--- config.mk ---
export PLATFORM = sky130hd
export DESIGN_NAME = lsu_mem_wb
export DESIGN_NICKNAME = d
export VERILOG_FILES = /design/src/rtl/lsu_mem_wb.sv
export SDC_FILE = /design/constraint.sdc
export NUM_CORES = 1
export LEC_CHECK = 0
export BUFFER_PORTS_ARGS = -buffer_cell sky130_fd_sc_hd__buf_2
export CAP_MARGIN = 20
export CORE_MARGIN = 10
export CORE_UTILIZATION = 25
export CTS_CLUSTER_DIAMETER = 30
export DETAILED_ROUTE_END_ITERATION = 7
export HOLD_SLACK_MARGIN = 0.15
export MAX_ROUTING_LAYER = met4
export SYNTH_ARGS = -nofsm -noshare
export SYNTH_HDL_FRONTEND = slang
export SYNTH_SLANG_ARGS = --single-unit
--- constraint.sdc ---
create_clock -name clk -period 2 [get_ports clk]
set_input_delay 0.1 -clock clk [delete_from_list [all_inputs] [get_ports clk]]
set_output_delay 0.1 -clock clk [all_outputs]
set_load 0.005 [all_outputs]
--- src/rtl/lsu_mem_wb.sv ---
// Osiris I memory stage: data-memory req/gnt/rvalid handshake, lane alignment and MEM/WB register.
// Optional macro LSU_MISALIGN_TRAP_EN: misaligned H/W accesses skip the bus and raise o_misalign_W.
module lsu_mem_wb #(
  parameter int DATA_WIDTH = 32,
  parameter int REG_WIDTH  = 4
) (
  input  logic                    clk,
  input  logic                    rst,
  input  logic [DATA_WIDTH-1:0]   i_alu_result_M,
  input  logic [DATA_WIDTH-1:0]   i_write_data_M,
  input  logic [DATA_WIDTH-1:0]   i_pc_plus4_M,
  input  logic [REG_WIDTH-1:0]    i_rd_M,
  input  logic                    i_reg_write_M,
  input  logic [1:0]              i_result_src_M,
  input  logic                    i_mem_write_M,
  input  logic [2:0]              i_funct3_M,
  output logic                    o_stall_M,
  output logic                    o_dmem_req,
  output logic                    o_dmem_we,
  output logic [DATA_WIDTH-1:0]   o_dmem_addr,
  output logic [DATA_WIDTH-1:0]   o_dmem_wdata,
  output logic [DATA_WIDTH/8-1:0] o_dmem_be,
  input  logic                    i_dmem_gnt,
  input  logic                    i_dmem_rvalid,
  input  logic [DATA_WIDTH-1:0]   i_dmem_rdata,
  output logic [DATA_WIDTH-1:0]   o_result_W,
  output logic [REG_WIDTH-1:0]    o_rd_W,
  output logic                    o_reg_write_W,
  output logic                    o_misalign_W
);

  localparam int BE_WIDTH = DATA_WIDTH / 8;

  localparam logic [1:0] IDLE = 2'd0;
  localparam logic [1:0] REQ  = 2'd1;
  localparam logic [1:0] WAIT = 2'd2;
  localparam logic [1:0] DONE = 2'd3;

  logic [1:0]            r_state;
  logic                  r_req;
  logic                  r_we;
  logic [DATA_WIDTH-1:0] r_addr;
  logic [DATA_WIDTH-1:0] r_wdata;
  logic [BE_WIDTH-1:0]   r_be;
  logic [2:0]            r_funct3;
  logic [1:0]            r_off;
  logic                  r_mis;
  logic [DATA_WIDTH-1:0] r_load_data;

  logic [DATA_WIDTH-1:0] r_result_W;
  logic [REG_WIDTH-1:0]  r_rd_W;
  logic                  r_reg_write_W;

  logic                  w_access;
  logic [1:0]            w_off;
  logic                  w_misalign;
  logic [BE_WIDTH-1:0]   w_store_be;
  logic [DATA_WIDTH-1:0] w_store_wdata;
  logic [7:0]            w_rd_byte;
  logic [15:0]           w_rd_half;
  logic [DATA_WIDTH-1:0] w_load_ext;
  logic [DATA_WIDTH-1:0] w_result_M;
  logic                  w_trap_done;

  assign w_access = i_mem_write_M | (i_result_src_M == 2'b01);
  assign w_off    = i_alu_result_M[1:0];

`ifdef LSU_MISALIGN_TRAP_EN
  // funct3[1] set covers the word sizes; funct3[1:0]==01 covers H and HU.
  assign w_misalign = ((i_funct3_M[1:0] == 2'b01) & w_off[0]) |
                      (i_funct3_M[1] & (w_off != 2'b00));
`else
  assign w_misalign = 1'b0;
`endif

  assign o_stall_M = ((r_state == IDLE) & w_access) | (r_state == REQ) | (r_state == WAIT);

  // Store lane steering; halfword placement ignores off[0].
  always_comb begin
    w_store_be    = 4'b1111;
    w_store_wdata = i_write_data_M;
    case (i_funct3_M[1:0])
      2'b00: begin
        w_store_be    = 4'b0001 << w_off;
        w_store_wdata = {4{i_write_data_M[7:0]}};
      end
      2'b01: begin
        w_store_be    = 4'b0011 << {w_off[1], 1'b0};
        w_store_wdata = {2{i_write_data_M[15:0]}};
      end
      default: begin
        w_store_be    = 4'b1111;
        w_store_wdata = i_write_data_M;
      end
    endcase
  end

  always_comb begin
    w_rd_byte = i_dmem_rdata[7:0];
    case (r_off)
      2'd0:    w_rd_byte = i_dmem_rdata[7:0];
      2'd1:    w_rd_byte = i_dmem_rdata[15:8];
      2'd2:    w_rd_byte = i_dmem_rdata[23:16];
      default: w_rd_byte = i_dmem_rdata[31:24];
    endcase
    w_rd_half = r_off[1] ? i_dmem_rdata[31:16] : i_dmem_rdata[15:0];
  end

  always_comb begin
    w_load_ext = i_dmem_rdata;
    case (r_funct3)
      3'b000:  w_load_ext = {{24{w_rd_byte[7]}}, w_rd_byte};
      3'b100:  w_load_ext = {24'h000000, w_rd_byte};
      3'b001:  w_load_ext = {{16{w_rd_half[15]}}, w_rd_half};
      3'b101:  w_load_ext = {16'h0000, w_rd_half};
      default: w_load_ext = i_dmem_rdata;
    endcase
  end

  always_ff @(posedge clk) begin
    if (rst) begin
      r_state     <= IDLE;
      r_req       <= 1'b0;
      r_we        <= 1'b0;
      r_addr      <= '0;
      r_wdata     <= '0;
      r_be        <= '0;
      r_funct3    <= 3'b000;
      r_off       <= 2'b00;
      r_mis       <= 1'b0;
      r_load_data <= '0;
    end else begin
      case (r_state)
        IDLE: begin
          if (w_access) begin
            r_funct3 <= i_funct3_M;
            r_off    <= w_off;
            r_mis    <= w_misalign;
            if (w_misalign) begin
              r_state <= DONE;
            end else begin
              r_state <= REQ;
              r_req   <= 1'b1;
              r_we    <= i_mem_write_M;
              r_addr  <= {i_alu_result_M[DATA_WIDTH-1:2], 2'b00};
              r_wdata <= w_store_wdata;
              r_be    <= w_store_be;
            end
          end
        end
        REQ: begin
          if (i_dmem_gnt) begin
            r_req   <= 1'b0;
            r_state <= r_we ? DONE : WAIT;
          end
        end
        WAIT: begin
          if (i_dmem_rvalid) begin
            r_load_data <= w_load_ext;
            r_state     <= DONE;
          end
        end
        default: begin
          r_state <= IDLE;
          r_mis   <= 1'b0;
        end
      endcase
    end
  end

  always_comb begin
    case (i_result_src_M)
      2'b01:   w_result_M = r_load_data;
      2'b10:   w_result_M = i_pc_plus4_M;
      default: w_result_M = i_alu_result_M;
    endcase
  end

  assign w_trap_done = (r_state == DONE) & r_mis;

  // Stalled edges inject a bubble; the rest of the W bundle holds.
  always_ff @(posedge clk) begin
    if (rst) begin
      r_result_W    <= '0;
      r_rd_W        <= '0;
      r_reg_write_W <= 1'b0;
    end else if (!o_stall_M) begin
      r_result_W    <= w_result_M;
      r_rd_W        <= i_rd_M;
      r_reg_write_W <= i_reg_write_M & ~w_trap_done;
    end else begin
      r_reg_write_W <= 1'b0;
    end
  end

`ifdef LSU_MISALIGN_TRAP_EN
  logic r_misalign_W;

  always_ff @(posedge clk) begin
    if (rst) begin
      r_misalign_W <= 1'b0;
    end else begin
      r_misalign_W <= w_trap_done;
    end
  end

  assign o_misalign_W = r_misalign_W;
`else
  assign o_misalign_W = 1'b0;
`endif

  assign o_dmem_req    = r_req;
  assign o_dmem_we     = r_we;
  assign o_dmem_addr   = r_addr;
  assign o_dmem_wdata  = r_wdata;
  assign o_dmem_be     = r_be;
  assign o_result_W    = r_result_W;
  assign o_rd_W        = r_rd_W;
  assign o_reg_write_W = r_reg_write_W;

endmodule
; Yosys cells after proc, flatten, opt, wreduce, memory -nomap -nowiden
; Index checks and enable logic that the tools add are counted.
[word_totals]
ff_bits = 145
in_bits = 143
output_inout_bits = 109
wordCells = 65
[classes]
eq_ne = 14
shifts = 2
muxes = 16
bitwise_logic = 8
n_reduce_logical = 12
[ops]
columns = cell, n
row1 = case mux 32 bit (2 select lines), 2
row2 = case mux 32 bit (4 select lines), 1
row3 = case mux 8 bit (3 select lines), 1
row4 = 2-to-1 mux 16 bit, 1
row5 = "equality test 2 x 1 -> 1 bit, second input constant", 4
row6 = "equality test 2 bit, second input constant", 4
row7 = case mux 4 bit (2 select lines), 1
row8 = "equality test 3 bit, second input constant", 2
row9 = zero test 2 bit, 3
row10 = 2-to-1 mux 2 bit, 3
row11 = "!= test 2 bit, second input constant", 3
row12 = case mux 2 bit (3 select lines), 1
row13 = AND reduction 2 bit, 3
row14 = AND reduction 3 bit, 2
row15 = 2-to-1 mux 1 bit, 4
row16 = case mux 1 bit (2 select lines), 2
row17 = OR reduction 2 bit, 2
row18 = "left shift 1 x 2 -> 4 bit, first input constant", 1
row19 = "left shift 2 x 2 -> 4 bit, first input constant", 1
row20 = bitwise AND 1 bit, 3
row21 = "equality test 3 x 1 -> 1 bit, second input constant", 1
row22 = zero test 3 bit, 1
row23 = OR 1 bit, 3
row24 = inverter 1 bit, 2
row25 = nonzero test 2 bit, 1

; Longest topological paths before layout
[logic_depth]
word_depth = 6
ltp_mapped = 11
mapped_depth_nobuf = 7

; Worst setup path after synthesis
; OpenSTA, ideal clock, no wires.
[synth_path]
path_kind = reg2reg
start = register r_state[0]
end = register r_load_data[15]
setup_time_ns = 0.158
arrival_time_ns = 1.677
required_time_ns = 1.842
setup_slack_ns = 0.165
path_stages_with_launch = 6
n_path_buf = 0
synth_period_minus_slack_ns = 1.835
path_cell_list = dfxtp_1 inv_1 ha_1 nand2_2 nor4_1 a211oi_1
[synth_via]
elab_chain_len = 2
[synth_rtl]
columns = element, line
row1 = start: declaration, 39  ; logic [1:0] r_state;
row2 = start signal: assignment, 154  ; r_state <= r_we ? DONE : WAIT;
row3 = equality test 2 bit, 133  ; case (r_state)
row4 = AND reduction 2 bit (no line), -
row5 = end signal: assignment, 159  ; r_load_data <= w_load_ext;
row6 = end: declaration, 48  ; logic [DATA_WIDTH-1:0] r_load_data;
; Every way passes these cells.
; A chain may end at the register's enable or synchronous reset.

; Worst setup path in the final report
[layout_path]
start = register r_state[0]
end = output port o_stall_M
[layout_via]
elab_chain_len = 4
elab_cells_between_ends = 6
classes_between = eq/ne (2) / bitwise (3) / reduce/logical (1)
[layout_rtl]
columns = element, line
row1 = zero test 2 bit, 76  ; assign o_stall_M = ((r_state == IDLE) & w_access) | (r_state == REQ) | (r_state == WAIT);
row2 = bitwise AND 1 bit, 76
row3 = OR 1 bit, 76
row4 = OR 1 bit (*), 76
row5 = end: declaration, 17  ; output logic o_stall_M,
; Mark *: on every way between the ends. The rest lies on a longest branch, timed or not.

==> run summary <==
clk_lat worst skew - 0.43 ns
Period minus WS final - 1.86 ns
CTS H-tree lvls - 4
GRT Total Usage - 0.165
Int Power - 7010 uW
Die Span Y - 181 um
I/O Buffers - 248
Max FO, Critical Path - 12
DIE AREA - 32,700 um2
sw frac - 0.385
commonest non-fill, non-tap cell in the layout - buf_2
Worst Hold Class - input port to flip-flop
Clock Power Share - 0.277
largest net degree at the start of global routing - 91
slowest CP cell - dfxtp_2
Max rail drop VDD - 682 uV
Synth Area in Compound Gates - 0.235
ratio of final minimum period to clock period - 0.928
Critical Path RT - 1.90 ns
Top FF cell, synth - dfxtp_1
cell count after synthesis - 848
Yosys reg bits - 144
top cell type's share of synthesized area - 0.445
power per cell area - 1130 nW/um2
Yosys cell types - 36
initial antenna violation count - 9
crit path DAT - 1.76 ns
status - completed
clk slew on worst S/H paths - 0.08 ns
count of final hold-check violations - 0
Core ar. - 25,300 um2
Finished Layout Cells - 1,551
share of post-route cells with drive strength above 1 - 0.264
Cell Area, Synth - 6480 um2
adder-cell share of the synthesized area - 0.0116
Pins Over Slew Limit - 0
XOR/XNOR share of the synthesized area - 0
kind of critical path - flip-flop to primary output
vias post-DR - 7,375
Psw - 4390 uW
CTS tree - yes
slew margin rel. - 0.538
Largest stage delay, worst path - 0.35 ns
RSZ-0062 raised after global routing - no
clk root buf - clkbuf_16
dpl cells - 1,377
first-iteration detailed-routing DRC count - 504
async set or reset register ratio after synthesis - 0
CP cell instances - inv_1 -> ha_2 -> o21a_4 -> nor3_4 -> inv_4 -> buf_2
proportion of synthesized area in mux cells - 0.0508
post-synthesis simple-gate area fraction - 0.206
register area share after synthesis - 0.445
Avg Vias per Cell - 4.75
leak pwr - 0.00428 uW
GPL Wtd Cong - 0.830
max-cap violations - 0
final setup skew - 0.0149 ns
clk sinks - 144
Initial Utilization - 0.256
area leader, netlist - dfxtp_1
most frequent cells in the layout - buf_2 (247), nand2_1 (245), dfxtp_1 (142)
yosys warns - 0
element type at the critical path start - flip-flop
largest family of logic cells by synthesized area - compound AO/OA/AOI/OAI gates
sequential power share - 0.349
Max Clock Freq - 0.539 GHz
Logic pwr share - 0.374
Congestion Overflow GR - 0
reg2reg setup slack - 0.25 ns
Layout area overhead - 55.6%
Die W - 181 um
Final Setup Violations - 0
number of fill cells - 2,588
number of global-route vias before repair - 7,319
Post-synth EDFFs - 0
Routed Antenna Nets - 0
total CTS buffers - 17
leading post-synthesis cells by cell area - dfxtp_1 (45%), nand2_1 (14%), a21oi_1 (7.7%), a211oi_1 (4.8%), o21ai_0 (4.5%)
CP endpoint kind - primary output
DRC Markers - 0
Worst-Margin Slew - 0.693 ns
Min Hold Slack - 0.170 ns
I/O pins - 252
CTS max path bufs - 2
post-DP HPWL - 19,800 um
First-pass DRT Iterations - 5
Post-CTS Setup Inserts - 0
row count - 58
wire length of the first global-routing pass - 42,100 um
syn avg cell area - 7.64 um2
final wirelength - 27,700 um
nets - 1,348
per-cell routed wire length - 17.9 um
setup TNS - 0 ns
==> final timing paths <==
check / startpoint / endpoint / cells past startpoint
worst max-delay path: r_state[0]$_SDFFE_PP0P_ / o_stall_M / 6
worst min-delay path: i_pc_plus4_M[4] / o_result_W[4]$_SDFFE_PP0N_ / 5
worst max register to register: r_state[0]$_SDFFE_PP0P_ / o_dmem_wdata[17]$_SDFFE_PP0P_ / 6
worst min register to register: o_result_W[15]$_SDFFE_PP0N_ / o_result_W[15]$_SDFFE_PP0N_ / 2
==> logic make-up (layout without fill, tap and decap cells) <==
kind of cell	count (synthesis)	in the layout
other	1	12
DFF	144	144
muxes	32	32
AOI/OAI and AO/OA	254	254
and+or+nand+nor	328	328
adders and majority gates	6	6
buffers and inverters	83	445
==> state kept, by name, summed over array words and instances, names as in the netlist <==
name,flops
o_dmem_addr,30
o_dmem_be,4
o_dmem_req,1
o_dmem_wdata,32
o_dmem_we,1
o_rd_W,4
o_reg_write_W,1
o_result_W,32
r_funct3,3
r_load_data,32
r_off,2
r_state,2
==> critical path, delay by kind of cell (launching register included) <==
family	cells	cell delay (ns)
fa+ha+maj	1	0.23
flops	1	0.35
compound gates	1	0.15
simple gates	1	0.25
buf+inv	3	0.35
==> synthesized netlist by cell type (8+ instances only) <==
library cell / n
nand3b_1: 8
clkbuf_1: 61
a211oi_1: 41
nor2_1: 54
a21oi_1: 100
a311oi_1: 8
o21ai_0: 58
dfxtp_1: 144
nand2_1: 245
a22oi_1: 36
mux2i_1: 25
==> cell type report <==
class / instances / area (um2) / area share
Sequential cell: 144 / 2890 / 0.286
Antenna cell: 9 / 22.5 / 0.00223
Inverter: 8 / 32.5 / 0.00323
Timing Repair Buffer: 405 / 2860 / 0.283
Clock inverter: 14 / 135 / 0.0134
Multi-Input combinational cell: 623 / 3300 / 0.327
Tap cell: 330 / 413 / 0.0410
Clock buffer: 18 / 439 / 0.0436
==> timing repair <==
action                                  in CTS  in global routing
resized for setup                            0                  5
endpoints found under the hold margin      138                  0
hold buffers                               133                  0
endpoints found under the setup margin       0                  1
==> routing by layer <==
metal	vias up	wire length [um]	global-route usage	share of wire
met4	0	847	0.0742	0.031
met3	44	1580	0.0364	0.057
met1	3424	12200	0.199	0.44
met5	-	0	-	0
li1	3644	-	-	-
met2	263	13100	0.260	0.47
==> power by group through the flow <==
stage | sequential, uW | clock (uW) | combinational, uW
after detailed placement | 4030 | 0 | 4040
after global placement | 4010 | 0 | 4000
after global routing | 4060 | 3370 | 4720
after CTS | 3970 | 3260 | 4270
final | 3980 | 3160 | 4260
after floorplan | 4020 | 0 | 2240
==> stage by stage <==
stage / setup slack (ns) / utilization / total power, uW / instance area, um2
2_1_floorplan: 0.165 / - / 6250 / 6480
3_3_place_gp: 0.263 / 0.322 / 8010 / 8140
3_5_place_dp: 0.244 / 0.322 / 8070 / 8140
4_1_cts: 0.0339 / 0.397 / 11500 / 10000
5_1_grt: 0.00117 / 0.398 / 12200 / 10100
6_report: 0.145 / 0.398 / 11400 / 10100
No activity file was read; power rests on OpenSTA's default activity.
